`config.mk`:
```
export PLATFORM = sky130hd
export DESIGN_NAME = divisor_sched_flat
export DESIGN_NICKNAME = d
export VERILOG_FILES = /design/src/rtl/divisor_sched_if.sv /design/src/rtl/divisor_sched.sv /design/src/flat_wrapper.sv
export SDC_FILE = /design/constraint.sdc
export NUM_CORES = 1
export LEC_CHECK = 0
export ABC_AREA = 0
export BUFFER_PORTS_ARGS = -buffer_cell sky130_fd_sc_hd__buf_2
export CAP_MARGIN = 10
export CORE_MARGIN = 1
export CORE_UTILIZATION = 55
export CTS_CLUSTER_SIZE = 25
export DETAILED_ROUTE_END_ITERATION = 10
export GPL_TIMING_DRIVEN = 0
export MAX_ROUTING_LAYER = met4
export PLACE_DENSITY = 0.75
export SLEW_MARGIN = 20
export SYNTH_ARGS = -nofsm -noshare
export SYNTH_HDL_FRONTEND = slang
export SYNTH_SLANG_ARGS = --single-unit
export TNS_END_PERCENT = 100
```
`constraint.sdc`:
```
create_clock -name clk_intput -period 4.2 [get_ports clk_intput]
set_input_delay 0.42 -clock clk_intput [delete_from_list [all_inputs] [get_ports clk_intput]]
set_output_delay 0.42 -clock clk_intput [all_outputs]
set_load 0.01 [all_outputs]
```
`src/rtl/divisor_sched_if.sv`:
```
// Configuration, run-control and divided-clock signals of the divisor_sched block.
interface divisor_sched_if #(
  parameter int CNT_W  = 16,
  parameter int PCNT_W = 8
);
  logic              cfg_valid;
  logic              cfg_ready;
  logic [CNT_W-1:0]  cfg_div;
  logic [PCNT_W-1:0] cfg_pulses;
  logic              start;
  logic              stop;
  logic              clk_output;
  logic              tick;
  logic              busy;
  logic              done;
  logic              err;

  modport master (
    output cfg_valid, cfg_div, cfg_pulses, start, stop,
    input  cfg_ready, clk_output, tick, busy, done, err
  );

  modport slave (
    input  cfg_valid, cfg_div, cfg_pulses, start, stop,
    output cfg_ready, clk_output, tick, busy, done, err
  );
endinterface

```
`src/rtl/divisor_sched.sv`:
```
// Run controller for the frequency divider: takes a ratio and an optional
// pulse count, produces a glitch-free divided clock with a period-start
// tick, and only changes ratio or stops at output-period boundaries.
module divisor_sched #(
  parameter int CNT_W   = 16,
  parameter int DEF_DIV = 4,
  parameter int PCNT_W  = 8
) (
  input  logic clk_intput,
  input  logic reset,
  divisor_sched_if.slave bus
);

  typedef enum logic [1:0] {IDLE, RUN, DRAIN} state_t;

  localparam logic [CNT_W-1:0]  DEF_DIV_V = CNT_W'(DEF_DIV);
  localparam logic [PCNT_W-1:0] PCNT_MAX  = '1;

  state_t            state_q, state_d;
  logic [CNT_W-1:0]  div_a_q, div_a_d, div_s_q, div_s_d, cnt_q, cnt_d;
  logic [PCNT_W-1:0] pls_a_q, pls_a_d, pls_s_q, pls_s_d, pcnt_q, pcnt_d;
  logic              shadow_full_q, shadow_full_d;
  logic              clk_out_q, clk_out_d;
  logic              tick_q, tick_d;
  logic              done_q, done_d;
  logic              err_q, err_d;

  logic cfg_ready, cfg_fire, cfg_ok, boundary, last_period, running_d;

  // In RUN the ready line is the free/full state of the one-entry shadow.
  assign cfg_ready   = (state_q == IDLE) || ((state_q == RUN) && !shadow_full_q);
  assign cfg_fire    = bus.cfg_valid && cfg_ready;
  assign cfg_ok      = bus.cfg_div >= CNT_W'(2);
  assign boundary    = (cnt_q == div_a_q - CNT_W'(1));
  assign last_period = (pls_a_q != '0) && ((pcnt_q + PCNT_W'(1)) == pls_a_q);

  // Next-state, counters, config capture and registered outputs.
  always_comb begin
    state_d       = state_q;
    div_a_d       = div_a_q;
    pls_a_d       = pls_a_q;
    div_s_d       = div_s_q;
    pls_s_d       = pls_s_q;
    shadow_full_d = shadow_full_q;
    cnt_d         = cnt_q;
    pcnt_d        = pcnt_q;
    done_d        = 1'b0;
    err_d         = cfg_fire && !cfg_ok;

    case (state_q)
      IDLE: begin
        // A shadow left over from a finished run becomes active here; a
        // config arriving now is newer and therefore wins.
        if (shadow_full_q) begin
          div_a_d       = div_s_q;
          pls_a_d       = pls_s_q;
          shadow_full_d = 1'b0;
        end
        if (cfg_fire && cfg_ok) begin
          div_a_d = bus.cfg_div;
          pls_a_d = bus.cfg_pulses;
        end
        cnt_d  = '0;
        pcnt_d = '0;
        if (bus.start) state_d = RUN;
      end

      RUN, DRAIN: begin
        if (cfg_fire && cfg_ok) begin
          div_s_d       = bus.cfg_div;
          pls_s_d       = bus.cfg_pulses;
          shadow_full_d = 1'b1;
        end
        if ((state_q == RUN) && bus.stop) state_d = DRAIN;

        if (boundary) begin
          cnt_d = '0;
          if (last_period || (state_q == DRAIN) || bus.stop) begin
            state_d = IDLE;
            done_d  = 1'b1;
            pcnt_d  = '0;
          end else begin
            pcnt_d = (pcnt_q == PCNT_MAX) ? pcnt_q : pcnt_q + PCNT_W'(1);
            if (shadow_full_q) begin
              div_a_d       = div_s_q;
              pls_a_d       = pls_s_q;
              pcnt_d        = '0;
              shadow_full_d = 1'b0;
            end
          end
        end else begin
          cnt_d = cnt_q + CNT_W'(1);
        end
      end

      default: state_d = IDLE;
    endcase

    running_d = (state_d != IDLE);
    clk_out_d = running_d && (cnt_d < (div_a_d >> 1));
    tick_d    = running_d && (cnt_d == '0);
  end

  // State and datapath registers with synchronous reset.
  always_ff @(posedge clk_intput) begin
    if (reset) begin
      state_q       <= IDLE;
      div_a_q       <= DEF_DIV_V;
      pls_a_q       <= '0;
      div_s_q       <= '0;
      pls_s_q       <= '0;
      shadow_full_q <= 1'b0;
      cnt_q         <= '0;
      pcnt_q        <= '0;
      clk_out_q     <= 1'b0;
      tick_q        <= 1'b0;
      done_q        <= 1'b0;
      err_q         <= 1'b0;
    end else begin
      state_q       <= state_d;
      div_a_q       <= div_a_d;
      pls_a_q       <= pls_a_d;
      div_s_q       <= div_s_d;
      pls_s_q       <= pls_s_d;
      shadow_full_q <= shadow_full_d;
      cnt_q         <= cnt_d;
      pcnt_q        <= pcnt_d;
      clk_out_q     <= clk_out_d;
      tick_q        <= tick_d;
      done_q        <= done_d;
      err_q         <= err_d;
    end
  end

  assign bus.cfg_ready  = cfg_ready;
  assign bus.clk_output = clk_out_q;
  assign bus.tick       = tick_q;
  assign bus.busy       = (state_q != IDLE);
  assign bus.done       = done_q;
  assign bus.err        = err_q;

endmodule

```
`src/flat_wrapper.sv`:
```
// flat-port wrapper written by rule: the top's interface ports become plain ports
module divisor_sched_flat 
#(
  parameter int CNT_W   = 16,
  parameter int DEF_DIV = 4,
  parameter int PCNT_W  = 8
)
  (clk_intput, reset, bus_cfg_valid, bus_cfg_div, bus_cfg_pulses, bus_start, bus_stop, bus_cfg_ready, bus_clk_output, bus_tick, bus_busy, bus_done, bus_err);
  divisor_sched_if #(.CNT_W(CNT_W), .PCNT_W(PCNT_W)) bus_i ();
  input  logic clk_intput;
  input  logic reset;
  input wire logic [$bits(bus_i.cfg_valid)-1:0] bus_cfg_valid;
  input wire logic [$bits(bus_i.cfg_div)-1:0] bus_cfg_div;
  input wire logic [$bits(bus_i.cfg_pulses)-1:0] bus_cfg_pulses;
  input wire logic [$bits(bus_i.start)-1:0] bus_start;
  input wire logic [$bits(bus_i.stop)-1:0] bus_stop;
  output wire logic [$bits(bus_i.cfg_ready)-1:0] bus_cfg_ready;
  output wire logic [$bits(bus_i.clk_output)-1:0] bus_clk_output;
  output wire logic [$bits(bus_i.tick)-1:0] bus_tick;
  output wire logic [$bits(bus_i.busy)-1:0] bus_busy;
  output wire logic [$bits(bus_i.done)-1:0] bus_done;
  output wire logic [$bits(bus_i.err)-1:0] bus_err;
  assign bus_i.cfg_valid = bus_cfg_valid;
  assign bus_i.cfg_div = bus_cfg_div;
  assign bus_i.cfg_pulses = bus_cfg_pulses;
  assign bus_i.start = bus_start;
  assign bus_i.stop = bus_stop;
  assign bus_cfg_ready = bus_i.cfg_ready;
  assign bus_clk_output = bus_i.clk_output;
  assign bus_tick = bus_i.tick;
  assign bus_busy = bus_i.busy;
  assign bus_done = bus_i.done;
  assign bus_err = bus_i.err;
  divisor_sched #(.CNT_W(CNT_W), .DEF_DIV(DEF_DIV), .PCNT_W(PCNT_W)) u_core (.clk_intput(clk_intput), .reset(reset), .bus(bus_i));
endmodule
```
==> out/metrics.csv <==
metric;value;unit
ios;35;
ys_types;61;
p_seq_share;36.5;%
synth_top_cells_by_count;79 x dfxtp_1, 78 x nand2_1, 52 x nor2_1, 47 x a21oi_1, 30 x clkbuf_1;
clock-sinks;79;
synthMuxAreaShare;3.715;%
hold_buffers;0;
antenna_found_initial;0;
area_growth;19.13;%
hold_path_class;input port to flop;
synthCells;645;
synthXorXnorAreaFrac;7.937;%
grtUsageTotal;32.07;%
rows;35;
comb_power_share;33.4;%
synth.most_common_cell;dfxtp_1;
synth_edf_count;0;
rr_worst_depth;19;
syn_area_per_cell;8.041;um2
slew_violations;0;
fin_crit;4.500;ns
dp_hpwl;11250;um
fin_nets;750;
hold_end;u_core.bus.err;
finalCritPeriodShare;107.2;%
p_clk_share;30.1;%
clk_pin_slew;0.08;ns
numCtsBuffers;9;
core_area;9196;um2
irDropWorstVdd;0.2920;mV
port_buffers;34;
synth-compound-area-share;23.18;%
vias;5142;
grt_overflow;0;
ys_ff_latch;79;
yosysTopAreaCell;dfxtp_1;
fin_ws;-0.3003;ns
syn_nets;695;
sw_frac_of_total;34.34;%
finalWeightedCongestion;0.9367;
rrSetupSlack;-0.30;ns
synth_simple_gate_area_share;24.49;%
fmax;222.2;MHz
tritoncts;built;
final_core_util;67.18;%
async_flop_share;0;%
drive_gt1_share;20.74;%
die_h;99.11;um
synth_top_area_share;30.49;%
initial_core_util;56.39;%
seq_area_frac_synth;30.49;%
relSlewSlack;28.97;%
finalWirelength;15460;um
final_area;6178;um2
setup_tns;-0.3003;ns
grt_start_max_net_pins;14;
holdPathStages;3;
violations;negative setup slack;
htreeDepth;3;
rsz0062_at_grt;yes;
grt_pass1_wl;24060;um
antennaDiodeCount;0;
fillCellCount;778;
start_kind;flop;
crit_arrival;4.75;ns
yosys-top-cells-area;dfxtp_1 30%, nand2_1 5.6%, ha_1 5.1%, a2bb2oi_1 4.9%, xnor2_1 4.7%;
synth_adder_area_share;5.066;%
tightest_slew;1.057;ns
setup_viol;1;
reg2reg_to;u_core.bus.clk_output;
syn_area;5186;um2
p_sw;808.7;uW
drt-initial-drc-count;327;
ant_nets;0;
grt_pass1_vias;4920;
powerDensity;381.2;nW/um2
fin_worst_skew;0.01507;ns
multi_input_area;3645;um2
root_buffer;clkbuf_8;
dpl-instance-area;5560;um2
clk_path_buf_depth;2;
cp_max_fo;7;
p_int;1546;uW
status;finished, violations left;
synth_top_family_by_area;simple AND/OR/NAND/NOR gates;
timing.rr.start;u_core.div_a_q[0];
leakagePower;0.002238;uW
vias_per_cell;6.309;
register_area;1597;um2
pre_cts_slack;-0.8379;ns
drc;0;
maxCapViolCount;0;
wl_per_cell;18.96;um
drt-pass1-iter-count;5;
dieArea;9822;um2
synth_ff_type;dfxtp_1;
cp.required;4.45;ns
end_kind;flop;
die_x;99.11;um
yosysWarningCount;0;
hold_path.startpoint;bus_cfg_valid;
clk_latency;0.37;ns
hold_viol;0;
path_class;flop to flop;
metrics by stage:
stage	total power [uW]	hold slack (ns)	cells
after detailed placement	1518	0.4471	790
after global routing	2452	0.2881	815
after global placement	1494	0.4388	790
after CTS	2281	0.2826	813
final	2355	0.2857	815
after floorplan	1344	0.4320	645
cells by family (layout without fill, tap and decap cells):
| family | after synthesis | in the layout |
|---|---|---|
| flops | 79 | 79 |
| buf+inv | 65 | 124 |
| mux | 19 | 19 |
| fa+ha+maj | 21 | 21 |
| simple gates | 250 | 250 |
| xor+xnor | 47 | 47 |
| compound gates | 164 | 164 |
how the worst max path moves through the flow:
stage	depth (start not counted)	slack (ns)	startpoint	to
finish	19	-0.30	u_core.div_a_q[0]	u_core.bus.clk_output
global placement	20	-0.74	u_core.div_a_q[6]	u_core.bus.clk_output
detailed placement	20	-0.84	u_core.div_a_q[6]	u_core.bus.clk_output
floorplan	20	0.001	u_core.div_a_q[0]	u_core.bus.clk_output
CTS	20	-0.32	u_core.div_a_q[0]	u_core.bus.clk_output
global route	19	-0.48	u_core.div_a_q[0]	u_core.bus.clk_output
metal layers:
layer | part of all wire [%] | vias up | track usage (%)
met2 | 50 | 164 | 53.58
li1 | - | 2466 | -
met4 | 2.9 | 0 | 14.25
met5 | 0 | - | -
met3 | 5.2 | 44 | 4.919
met1 | 42 | 2468 | 38.36
power by group through the flow:
stage          sequential (uW)  clock [uW]  combinational (uW)
2_1_floorplan              851           0                 493
3_3_place_gp               864           0                 630
3_5_place_dp               865           0                 653
4_1_cts                    854         717                 710
5_1_grt                    865         746                 841
6_report                   859         710                 786
cell type report:
| cell class | instances | area share [%] |
|---|---|---|
| clock inverters | 5 | 1.721 |
| repair buffers | 49 | 4.658 |
| well taps | 111 | 2.248 |
| clock buffers | 10 | 2.228 |
| plain buffers | 35 | 2.754 |
| inverters | 25 | 1.559 |
| multi-input cells | 501 | 58.99 |
| flip-flops and latches | 79 | 25.84 |
cells in the final DEF (no fill, tap or decap), types with 13 or more instances in the layout:
cell	Yosys	final
mux2i_1	17	17
buf_2	5	38
nor2_1	52	50
inv_1	24	22
a21oi_1	47	42
nor3_1	19	17
nand3_1	18	18
a2bb2oi_1	29	16
nand2_1	78	78
clkbuf_1	30	24
dfxtp_1	79	71
ha_1	21	20
xnor2_1	28	26
xor2_1	19	19
o2bb2ai_1	14	13
buf_4	2	14
o21ai_0	26	24
what timing repair did:
action | in CTS | in global routing
setup buffers | 11 | 3
gates cloned | 1 | 0
pin swaps | 24 | 21
resized for setup | 25 | 38
endpoints found under the setup margin | 1 | 1
critical path: stages, from the launching register on:
cell and delay, ns:
dfxtp_4 0.36, buf_4 0.15, nor2_1 0.56, nand2_1 0.28
o32ai_1 0.41, nor3b_4 0.34, and2_4 0.24, nor4_4 0.06
nor2_4 0.20, buf_2 0.20, a2bb2oi_1 0.34, a2bb2oi_2 0.21
ha_1 0.17, a21o_1 0.10, a21o_1 0.12, a21oi_2 0.05
o21ai_1 0.16, nand4_1 0.14, o211ai_1 0.19, nor2_1 0.07
flip-flops by register name, indices dropped and copies added, names as in the netlist:
signal	count
u_core.shadow_full_q	1
u_core.div_s_q	16
u_core.pls_s_q	8
u_core.div_a_q	16
u_core.bus.tick	1
u_core.bus.clk_output	1
u_core.cnt_q	16
u_core.pls_a_q	8
u_core.state_q	2
u_core.pcnt_q	8
u_core.bus.done	1
u_core.bus.err	1
No activity file was read; power rests on OpenSTA's default activity.
